File: src/rtl/vram_text_writer_if.sv
// Byte-stream and VRAM port bundle for the text-console writer.
//   in_data/in_invert/in_valid/in_ready : character stream (valid/ready handshake)
//   ram_we/ram_addr/ram_wdata           : VRAM write/address port
//   ram_rdata                           : VRAM read data, one cycle after ram_addr
// Modports: master = byte source + VRAM side, slave = the writer.
interface vram_text_writer_if #(
  parameter int unsigned AW = 8
);
  logic [7:0]    in_data;
  logic          in_invert;
  logic          in_valid;
  logic          in_ready;
  logic          ram_we;
  logic [AW-1:0] ram_addr;
  logic [15:0]   ram_wdata;
  logic [15:0]   ram_rdata;

  modport master (
    output in_data, in_invert, in_valid, ram_rdata,
    input  in_ready, ram_we, ram_addr, ram_wdata
  );

  modport slave (
    input  in_data, in_invert, in_valid, ram_rdata,
    output in_ready, ram_we, ram_addr, ram_wdata
  );
endinterface

File: src/rtl/vram_text_writer.sv
// Writer side of the character-layer VRAM: turns an ASCII byte stream into tile words
// ({invert, 7'b0, code}) in the ROWS x COLS tile RAM, with cursor advance, line wrap,
// CR/LF/BS/FF handling and hardware scroll by row copy.
// Ports:
//   clk, rst    : clock, asynchronous active-high reset
//   bus (slave) : byte stream in, VRAM read/write port out
//   busy        : ~in_ready
//   cursor_row  : current cursor row
//   cursor_col  : current cursor column
// Option macro VRAM_CURSOR_EN: shows the cursor cell with bit 15 toggled through a
// read-modify-write before and after every accepted byte (4 extra cycles per byte).
module vram_text_writer #(
  parameter int unsigned ROWS       = 8,
  parameter int unsigned COLS       = 32,
  parameter logic [7:0]  BLANK_TILE = 8'h20
) (
  input  logic                    clk,
  input  logic                    rst,
  vram_text_writer_if.slave       bus,
  output logic                    busy,
  output logic [$clog2(ROWS)-1:0] cursor_row,
  output logic [$clog2(COLS)-1:0] cursor_col
);
  localparam int unsigned RW    = $clog2(ROWS);
  localparam int unsigned CW    = $clog2(COLS);
  localparam int unsigned AW    = RW + CW;
  localparam int unsigned CELLS = ROWS * COLS;

  localparam logic [RW-1:0] LastRow   = RW'(ROWS - 1);
  localparam logic [CW-1:0] LastCol   = CW'(COLS - 1);
  localparam logic [AW-1:0] LastCopy  = AW'(CELLS - COLS - 1);
  localparam logic [AW-1:0] LastCell  = AW'(CELLS - 1);
  localparam logic [AW-1:0] RowStride = AW'(COLS);
  localparam logic [15:0]   BlankWord = {8'h00, BLANK_TILE};

  localparam logic [7:0] ChBs = 8'h08;
  localparam logic [7:0] ChLf = 8'h0A;
  localparam logic [7:0] ChFf = 8'h0C;
  localparam logic [7:0] ChCr = 8'h0D;

  typedef enum logic [2:0] {
    StClear,
    StIdle,
    StPut,
    StScrollRd,
    StScrollWr,
    StScrollFill,
    StCurRd,
    StCurWr
  } state_e;

`ifdef VRAM_CURSOR_EN
  // Finished operations go through the cursor re-apply pair before returning to idle.
  localparam state_e DoneSt = StCurRd;
`else
  localparam state_e DoneSt = StIdle;
`endif

  state_e        state_q, state_d;
  logic [RW-1:0] row_q, row_d;
  logic [CW-1:0] col_q, col_d;
  logic [AW-1:0] cnt_q, cnt_d;
  logic [7:0]    code_q, code_d;
  logic          inv_q, inv_d;

`ifdef VRAM_CURSOR_EN
  state_e        op_q, op_d;     // operation to run once the cursor has been removed
  logic          phase_q, phase_d; // 0: removing before op, 1: re-applying after op
`endif

  logic          we_c;
  logic [AW-1:0] addr_c;
  logic [15:0]   wdata_c;
  logic          ready_c;
  logic          is_print;
  state_e        target;

  assign is_print = (code_q >= 8'h20) && (code_q <= 8'h7E);

  always_ff @(posedge clk or posedge rst) begin
    if (rst) begin
      state_q <= StClear;
      row_q   <= '0;
      col_q   <= '0;
      cnt_q   <= '0;
      code_q  <= '0;
      inv_q   <= 1'b0;
`ifdef VRAM_CURSOR_EN
      op_q    <= StIdle;
      phase_q <= 1'b1; // the power-on clear is followed by drawing the cursor
`endif
    end else begin
      state_q <= state_d;
      row_q   <= row_d;
      col_q   <= col_d;
      cnt_q   <= cnt_d;
      code_q  <= code_d;
      inv_q   <= inv_d;
`ifdef VRAM_CURSOR_EN
      op_q    <= op_d;
      phase_q <= phase_d;
`endif
    end
  end

  always_comb begin
    state_d = state_q;
    row_d   = row_q;
    col_d   = col_q;
    cnt_d   = cnt_q;
    code_d  = code_q;
    inv_d   = inv_q;
    we_c    = 1'b0;
    addr_c  = '0;
    wdata_c = '0;
    ready_c = 1'b0;
    target  = StPut;
`ifdef VRAM_CURSOR_EN
    op_d    = op_q;
    phase_d = phase_q;
`endif

    unique case (state_q)
      StClear: begin
        we_c    = 1'b1;
        addr_c  = cnt_q;
        wdata_c = BlankWord;
        cnt_d   = cnt_q + AW'(1);
        row_d   = '0;
        col_d   = '0;
        if (cnt_q == LastCell) state_d = DoneSt;
      end

      StIdle: begin
        ready_c = 1'b1;
        if (bus.in_valid) begin
          code_d = bus.in_data;
          inv_d  = bus.in_invert;
          if (bus.in_data == ChFf) begin
            target = StClear;
            cnt_d  = '0;
          end else if (bus.in_data == ChLf && row_q == LastRow) begin
            // LF on the last row has nothing to write, so the scroll starts straight away.
            target = StScrollRd;
            cnt_d  = '0;
          end else begin
            target = StPut;
          end
`ifdef VRAM_CURSOR_EN
          state_d = StCurRd;
          op_d    = target;
          phase_d = 1'b0;
`else
          state_d = target;
`endif
        end
      end

      StPut: begin
        state_d = DoneSt;
        if (is_print) begin
          we_c    = 1'b1;
          addr_c  = {row_q, col_q};
          wdata_c = {inv_q, 7'b0, code_q};
          if (col_q == LastCol) begin
            col_d = '0;
            if (row_q == LastRow) begin
              state_d = StScrollRd;
              cnt_d   = '0;
            end else begin
              row_d = row_q + RW'(1);
            end
          end else begin
            col_d = col_q + CW'(1);
          end
        end else if (code_q == ChLf) begin
          col_d = '0;
          if (row_q == LastRow) begin
            state_d = StScrollRd;
            cnt_d   = '0;
          end else begin
            row_d = row_q + RW'(1);
          end
        end else if (code_q == ChCr) begin
          col_d = '0;
        end else if (code_q == ChBs && col_q != '0) begin
          col_d   = col_q - CW'(1);
          we_c    = 1'b1;
          addr_c  = {row_q, col_q - CW'(1)};
          wdata_c = BlankWord;
        end
      end

      StScrollRd: begin
        addr_c  = cnt_q + RowStride;
        state_d = StScrollWr;
      end

      StScrollWr: begin
        // ram_rdata holds the cell one row below, fetched in the previous cycle.
        we_c    = 1'b1;
        addr_c  = cnt_q;
        wdata_c = bus.ram_rdata;
        cnt_d   = cnt_q + AW'(1);
        state_d = (cnt_q == LastCopy) ? StScrollFill : StScrollRd;
      end

      StScrollFill: begin
        we_c    = 1'b1;
        addr_c  = cnt_q;
        wdata_c = BlankWord;
        cnt_d   = cnt_q + AW'(1);
        if (cnt_q == LastCell) begin
          state_d = DoneSt;
          row_d   = LastRow;
          col_d   = '0;
        end
      end

`ifdef VRAM_CURSOR_EN
      StCurRd: begin
        addr_c  = {row_q, col_q};
        state_d = StCurWr;
      end

      StCurWr: begin
        // XOR makes remove and re-apply the same operation and restores the attribute.
        we_c    = 1'b1;
        addr_c  = {row_q, col_q};
        wdata_c = bus.ram_rdata ^ 16'h8000;
        if (!phase_q) begin
          state_d = op_q;
          phase_d = 1'b1;
        end else begin
          state_d = StIdle;
        end
      end
`endif

      default: state_d = StClear;
    endcase
  end

  // Reset forces the write port quiet at once, even though the reset state is CLEAR.
  assign bus.in_ready  = ready_c & ~rst;
  assign bus.ram_we    = we_c & ~rst;
  assign bus.ram_addr  = rst ? '0 : addr_c;
  assign bus.ram_wdata = rst ? '0 : wdata_c;
  assign busy          = ~bus.in_ready;
  assign cursor_row    = row_q;
  assign cursor_col    = col_q;
endmodule
File: src/flat_wrapper.sv
// flat-port wrapper written by rule: the top's interface ports become plain ports
module vram_text_writer_flat 
#(
  parameter int unsigned ROWS       = 8,
  parameter int unsigned COLS       = 32,
  parameter logic [7:0]  BLANK_TILE = 8'h20
)
  (clk, rst, busy, cursor_row, cursor_col, bus_in_data, bus_in_invert, bus_in_valid, bus_ram_rdata, bus_in_ready, bus_ram_we, bus_ram_addr, bus_ram_wdata);
  vram_text_writer_if bus_i ();
  input  logic clk;
  input  logic rst;
  output logic busy;
  output logic [$clog2(ROWS)-1:0] cursor_row;
  output logic [$clog2(COLS)-1:0] cursor_col;
  input wire logic [$bits(bus_i.in_data)-1:0] bus_in_data;
  input wire logic [$bits(bus_i.in_invert)-1:0] bus_in_invert;
  input wire logic [$bits(bus_i.in_valid)-1:0] bus_in_valid;
  input wire logic [$bits(bus_i.ram_rdata)-1:0] bus_ram_rdata;
  output wire logic [$bits(bus_i.in_ready)-1:0] bus_in_ready;
  output wire logic [$bits(bus_i.ram_we)-1:0] bus_ram_we;
  output wire logic [$bits(bus_i.ram_addr)-1:0] bus_ram_addr;
  output wire logic [$bits(bus_i.ram_wdata)-1:0] bus_ram_wdata;
  assign bus_i.in_data = bus_in_data;
  assign bus_i.in_invert = bus_in_invert;
  assign bus_i.in_valid = bus_in_valid;
  assign bus_i.ram_rdata = bus_ram_rdata;
  assign bus_in_ready = bus_i.in_ready;
  assign bus_ram_we = bus_i.ram_we;
  assign bus_ram_addr = bus_i.ram_addr;
  assign bus_ram_wdata = bus_i.ram_wdata;
  vram_text_writer #(.ROWS(ROWS), .COLS(COLS), .BLANK_TILE(BLANK_TILE)) u_core (.clk(clk), .rst(rst), .bus(bus_i), .busy(busy), .cursor_row(cursor_row), .cursor_col(cursor_col));
endmodule
File: config.mk
export PLATFORM = sky130hd
export DESIGN_NAME = vram_text_writer_flat
export DESIGN_NICKNAME = d
export VERILOG_FILES = /design/src/rtl/vram_text_writer_if.sv /design/src/rtl/vram_text_writer.sv /design/src/flat_wrapper.sv
export SDC_FILE = /design/constraint.sdc
export NUM_CORES = 1
export LEC_CHECK = 0
export CAP_MARGIN = 20
export CORE_ASPECT_RATIO = 2
export CORE_MARGIN = 2
export CORE_UTILIZATION = 48
export DETAILED_ROUTE_END_ITERATION = 10
export PLACE_DENSITY = 0.84
export SYNTH_ARGS = -nofsm -noshare
export SYNTH_HDL_FRONTEND = slang
export SYNTH_SLANG_ARGS = --single-unit
File: constraint.sdc
create_clock -name clk -period 3 [get_ports clk]
set_input_delay 0.45 -clock clk [delete_from_list [all_inputs] [get_ports clk]]
set_output_delay 0.45 -clock clk [all_outputs]
set_load 0.01 [all_outputs]
==> results of run 1 <==
power by group through the flow:
stage                     sequential, mW  clock (mW)  combinational [mW]
final                              0.377       0.213               0.104
after global routing               0.377       0.227               0.112
after CTS                          0.377       0.212               0.105
after detailed placement           0.385           0               0.107
after global placement             0.385           0               0.106
after floorplan                    0.385           0              0.0320
cells by family (layout without fill, tap and decap cells):
family	after synthesis	count (layout)	share of synthesized area
buffers and inverters	21	92	0.0379
AND/OR/NAND/NOR	104	104	0.249
flip-flops	28	28	0.312
adder cells (fa/ha/maj)	7	7	0.0390
multiplexers	15	15	0.0730
AO/OA/AOI/OAI	77	77	0.277
XOR/XNOR	3	3	0.0117
per-stage QoR:
step | setup TNS, ns | instances | power, mW
floorplan | 0 | 255 | 0.417
CTS | 0 | 381 | 0.694
finish | 0 | 381 | 0.694
global route | -0.0143 | 381 | 0.716
global placement | 0 | 376 | 0.491
detailed placement | 0 | 376 | 0.491
metal layers:
metal,up-vias,track usage,part of all wire
met5,-,0,0
met4,0,0.124,0.036
met3,23,0.0267,0.045
met2,89,0.462,0.55
met1,1124,0.274,0.37
li1,1096,-,-
worst paths after layout:
| path | slack, ns | start | to | cells past startpoint |
|---|---|---|---|---|
| min in group clk | 0.53 | u_core.inv_q | u_core.inv_q | 1 |
| max reg2reg | 0.84 | u_core.cursor_col[1] | u_core.cursor_col[2] | 8 |
| min reg2reg | 0.53 | u_core.inv_q | u_core.inv_q | 1 |
| max | 0.09 | u_core.cursor_col[1] | bus_ram_wdata[5] | 9 |
| min | 0.52 | rst | u_core.cnt_q[7] | 2 |
| max in group asynchronous | 1.89 | rst | u_core.code_q[0] | 4 |
cell type report:
type | count | share of cell area
Multi-Input combinational cell | 206 | 0.480
Timing Repair Buffer | 80 | 0.244
Sequential cell | 28 | 0.229
Tap cell | 55 | 0.0225
Clock buffer | 3 | 0.0135
Inverter | 9 | 0.0110
worst max-delay path: stages (launching register included):
cell           delay [ns]
dfrtp_1              0.42
inv_1                0.12
ha_2                 0.23
or4b_4               0.50
nand4b_4             0.13
a211oi_4             0.10
buf_4                0.19
o21ai_1              0.10
a21oi_1              0.09
dlygate4sd2_1        0.30
state kept, by name, summed over array words and instances (netlist names):
signal,cells
u_core.cnt_q,8
u_core.cursor_row,3
u_core.code_q,8
u_core.cursor_col,5
u_core.state_q,3
u_core.inv_q,1
timing repair:
action,in CTS,in global routing
setup buffers,2,0
gates resized for setup,11,4
pin swaps,3,3
endpoints found under the setup margin,10,9
synthesized netlist by cell type, types with 2 or more instances:
| library cell | number | share of area |
|---|---|---|
| o21ai_0 | 8 | 0.018 |
| and3b_1 | 3 | 0.012 |
| buf_2 | 4 | 0.0089 |
| clkbuf_1 | 7 | 0.012 |
| nand2_1 | 24 | 0.040 |
| nor3b_1 | 2 | 0.0067 |
| nand3b_1 | 2 | 0.0067 |
| mux2_1 | 3 | 0.015 |
| xnor2_1 | 3 | 0.012 |
| mux2i_1 | 4 | 0.018 |
| o21a_1 | 4 | 0.013 |
| o211ai_1 | 2 | 0.0067 |
| or2_2 | 2 | 0.0056 |
| nor3_1 | 3 | 0.0067 |
| nor2_1 | 29 | 0.048 |
| mux2_2 | 8 | 0.040 |
| a31o_2 | 2 | 0.0078 |
| inv_1 | 9 | 0.015 |
| a22o_1 | 2 | 0.0078 |
| and2_1 | 4 | 0.011 |
| a222oi_1 | 2 | 0.0089 |
| nand4_1 | 2 | 0.0056 |
| a31oi_1 | 3 | 0.0084 |
| a22oi_1 | 10 | 0.033 |
| o21ai_1 | 6 | 0.013 |
| nand3_1 | 9 | 0.020 |
| nand2b_1 | 4 | 0.011 |
| o22ai_1 | 3 | 0.0084 |
| o31ai_1 | 3 | 0.010 |
| a21oi_1 | 13 | 0.029 |
| and3_1 | 13 | 0.036 |
| ha_1 | 7 | 0.039 |
| dfrtp_1 | 28 | 0.31 |
==> reports/summary.txt, run 1 <==
Post-DP Area: 3000 µm²
Share of power burned in registers: 0.543
Netlist cell types: 60
Placer Congestion: 0.920
WS Path Type: flop to output port
Synth Area per Inst: 8.80 µm²
FF/Latch Area: 701 µm²
Die width: 52.4 µm
Max cap viols: 0
FP Rows: 35
Worst-Skew Late Latency: 0.28 ns
First-pass GRT wire length: 10.2 mm
Worst Path Required: 2.55 ns
Register area share after synthesis: 0.312
Routed wire length: 6.37 mm
Hold Vio Cnt, Final: 0
Mapped Area: 2240 µm²
Clock transition at path regs: 0.10 ns
Crit. End Element: output port
Period minus WS final: 2.91 ns
Clk root buf: clkbuf_8
CORE AREA: 4550 µm²
Internal power: 0.531 mW
Power Density: 227 nW/µm²
Most frequent cells in the layout: 52 x clkdlybuf4s50_1, 28 x nor2_1, 28 x dfrtp_1
Syn Nets: 290
Net Sw Power: 0.163 mW
Hold Path Class: input pin to asynchronous set/reset pin
Total CTS buffers: 3
Final core utilization: 0.673
CTS sink cnt: 28
Share of layout cells above drive strength 1: 0.150
Full die area: 5270 µm²
Initial antenna violation count: 0
Status: complete, no violations
Worst setup margin: 0.0945 ns
Crit Path Max Fanout: 5
Final nets: 363
Slew headroom: 0.644
Vias in the first global route: 2257
Die height: 101 µm
Worst-case clock buffer depth: 2
Setup-failing EPs final: 0
Pin count of the biggest net entering global routing: 17
Tightest Pin Transition: 0.534 ns
DRC: 0
I/O Buffers: 62
H-tree lvl count: 1
Clk_skew: 0.00863 ns
Startpoint Class: flop
Clk pwr share: 0.308
Post-route cell area: 3060 µm²
First-pass detailed-route iteration total: 4
Gate power share: 0.149
Leak: 1.43 nW
Post-synth EDFFs: 0
Commonest non-fill, non-tap cell in the layout: clkdlybuf4s50_1
Congestion Overflow GR: 0
TritonCTS clock tree: yes
Unrepaired setup endpoints after global routing: yes
Pins Over Slew Limit: 0
Synth async-reset ratio: 1.00
Top Ports: 63
Post-synthesis instance total: 255
DR vias/cell: 6.12
Sw frac: 0.234
Fmax: 344 MHz
Fill cell count: 366
Synthesis Warnings: 0
Post-CTS Hold Buffers: 0
Hpwl dp: 4.91 mm
Top_reg_cell synth: dfrtp_1
Worst Path Arrival: 2.46 ns
Drt wl/cell: 16.7 µm
Peak supply drop: 0.282 mV
Iter 0 DRT Violations: 83
Period Utilization, post-route: 0.969
Multi-input gate area: 1470 µm²
Setup WS pre-CTS: 0.0964 ns
Tot GR Track Use: 0.252
Min Hold Slack: 0.517 ns
Yosys reg bits: 28
Diodes inserted: 0
Layout area overhead: 36.5%
Detail Route Antenna Nets: 0
Total number of vias: 2332
Initial Util: 0.493
Note: power is estimated with default switching activity, not from simulation.
==> inputs of run 2 (changes only) <==
--- a/config.mk
+++ b/config.mk
@@ -10,7 +10,7 @@
 export CORE_MARGIN = 2
 export CORE_UTILIZATION = 48
 export DETAILED_ROUTE_END_ITERATION = 10
-export PLACE_DENSITY = 0.84
+export PLACE_DENSITY = 0.9
 export SYNTH_ARGS = -nofsm -noshare
 export SYNTH_HDL_FRONTEND = slang
 export SYNTH_SLANG_ARGS = --single-unit
==> reports/summary.txt, run 2 (synthesis gave the netlist of run 1 again) <==
Worst r2r path cells: 7
Slew headroom: 0.713
Clk_skew: 0.00335 ns
Period minus WS final: 2.90 ns
First-pass detailed-route iteration total: 5
Hold Vio Cnt, Final: 0
Startpoint Class: flop
Tot GR Track Use: 0.253
Worst-Skew Late Latency: 0.28 ns
Placer Congestion: 0.908
Post-DP Area: 3000 µm²
Initial antenna violation count: 0
TritonCTS clock tree: yes
Reg2reg setup slack: 0.81 ns
Unrepaired setup endpoints after global routing: yes
Initial Util: 0.493
Fill cell count: 361
Post-CTS Hold Buffers: 0
Fmax: 345 MHz
Diodes inserted: 0
Share of layout cells above drive strength 1: 0.176
Total number of vias: 2359
Hold Path Class: input pin to asynchronous set/reset pin
Crit. End Element: output port
Clk root buf: clkbuf_8
Period Utilization, post-route: 0.965
DRC: 0
Final nets: 365
DR vias/cell: 6.14
Post-route cell area: 3120 µm²
FP Rows: 35
Routed wire length: 6.51 mm
Congestion Overflow GR: 0
Worst Path Required: 2.55 ns
H-tree lvl count: 1
Layout area overhead: 38.8%
Power Density: 232 nW/µm²
Clock transition at path regs: 0.10 ns
Tightest Pin Transition: 0.427 ns
Die width: 52.4 µm
Worst-case clock buffer depth: 2
Most frequent cells in the layout: 53 x clkdlybuf4s50_1, 28 x nor2_1, 26 x dfrtp_1
CORE AREA: 4550 µm²
Top Ports: 63
Crit Path Max Fanout: 5
Worst r2r src: u_core.cursor_col[0]
Status: complete, no violations
Worst Path Arrival: 2.45 ns
Vias in the first global route: 2318
CTS sink cnt: 28
Pin count of the biggest net entering global routing: 17
Pins Over Slew Limit: 0
I/O Buffers: 62
Final core utilization: 0.684
Iter 0 DRT Violations: 94
Die height: 101 µm
Peak supply drop: 0.291 mV
First-pass GRT wire length: 10.3 mm
Commonest non-fill, non-tap cell in the layout: clkdlybuf4s50_1
Hpwl dp: 5.03 mm
Setup-failing EPs final: 0
Reg2Reg Capture Point: u_core.cursor_row[2]
Max cap viols: 0
Detail Route Antenna Nets: 0
WS Path Type: flop to output port
Leak: 1.46 nW
Full die area: 5270 µm²
Drt wl/cell: 17.0 µm
Total CTS buffers: 3
## run 2: cell count changes in the layout (fill, tap and decap cells not counted), sizes merged
cell           previous run  this run
dlygate4sd2               8         5
buf                      18        20
clkbuf                    3         5
clkdlybuf4s50            52        53
dlymetal6s2s              1         2
## run 2: per-stage QoR
step	hold slack (ns)	power, mW	setup WS, ns	setup TNS, ns	std cells
after global placement	0.494	0.490	0.201	0	375
after detailed placement	0.523	0.492	0.153	0	375
after global routing	0.553	0.747	-0.0127	-0.0170	384
after floorplan	0.482	0.417	0.267	0	255
final	0.532	0.722	0.104	0	384
after CTS	0.512	0.727	0.0134	0	382
## run 2: final cells by class
cell class	instances	area, µm²	share of cell area
multi-input combinational	206	1490	0.477
timing repair buffer	82	768	0.247
sequential	28	703	0.226
tap	55	68.8	0.0221
clock buffer	4	55.1	0.0177
inverter	9	33.8	0.0108
## run 2: critical path, stage by stage, from the launching register on
cell and delay, ns:
dfrtp_2 0.47, nor4_4 0.38, nand4b_4 0.15, a211oi_4 0.35
buf_6 0.16, nor2_1 0.03, nor2_1 0.08, clkdlybuf4s50_1 0.54
## run 2: metal layers
layer  GRT usage  share of wire  vias up  wire length, µm
met5           0              0        -                0
met4       0.154          0.054        0              352
met3      0.0252          0.044       34              284
met2       0.460           0.55       98             3560
met1       0.264           0.36     1123             2320
li1            -              -     1104                -
## run 2: where the power goes
group	internal [mW]	total, mW	switching [mW]
sequential	0.377	0.377	0
combinational	0.0639	0.105	0.0408
clock	0.118	0.240	0.123
total	0.559	0.722	0.163
## run 2: worst max path at each step
stage / start / endpoint / slack (ns) / cells after the start
floorplan: rst / bus_ram_wdata[5] / 0.27 / 4
global placement: u_core.cursor_col[0] / bus_ram_addr[4] / 0.20 / 8
detailed placement: u_core.cursor_col[0] / bus_ram_addr[4] / 0.15 / 8
CTS: u_core.cursor_col[1] / bus_ram_addr[7] / 0.01 / 9
global route: u_core.cursor_col[1] / bus_ram_addr[5] / -0.01 / 9
finish: u_core.code_q[5] / bus_ram_we / 0.10 / 7
## run 2: what timing repair did
| action | in CTS | in global routing |
|---|---|---|
| pin swaps | 2 | 2 |
| resized for setup | 10 | 13 |
| buffers inserted | 3 | 2 |
| setup endpoints to repair | 9 | 13 |
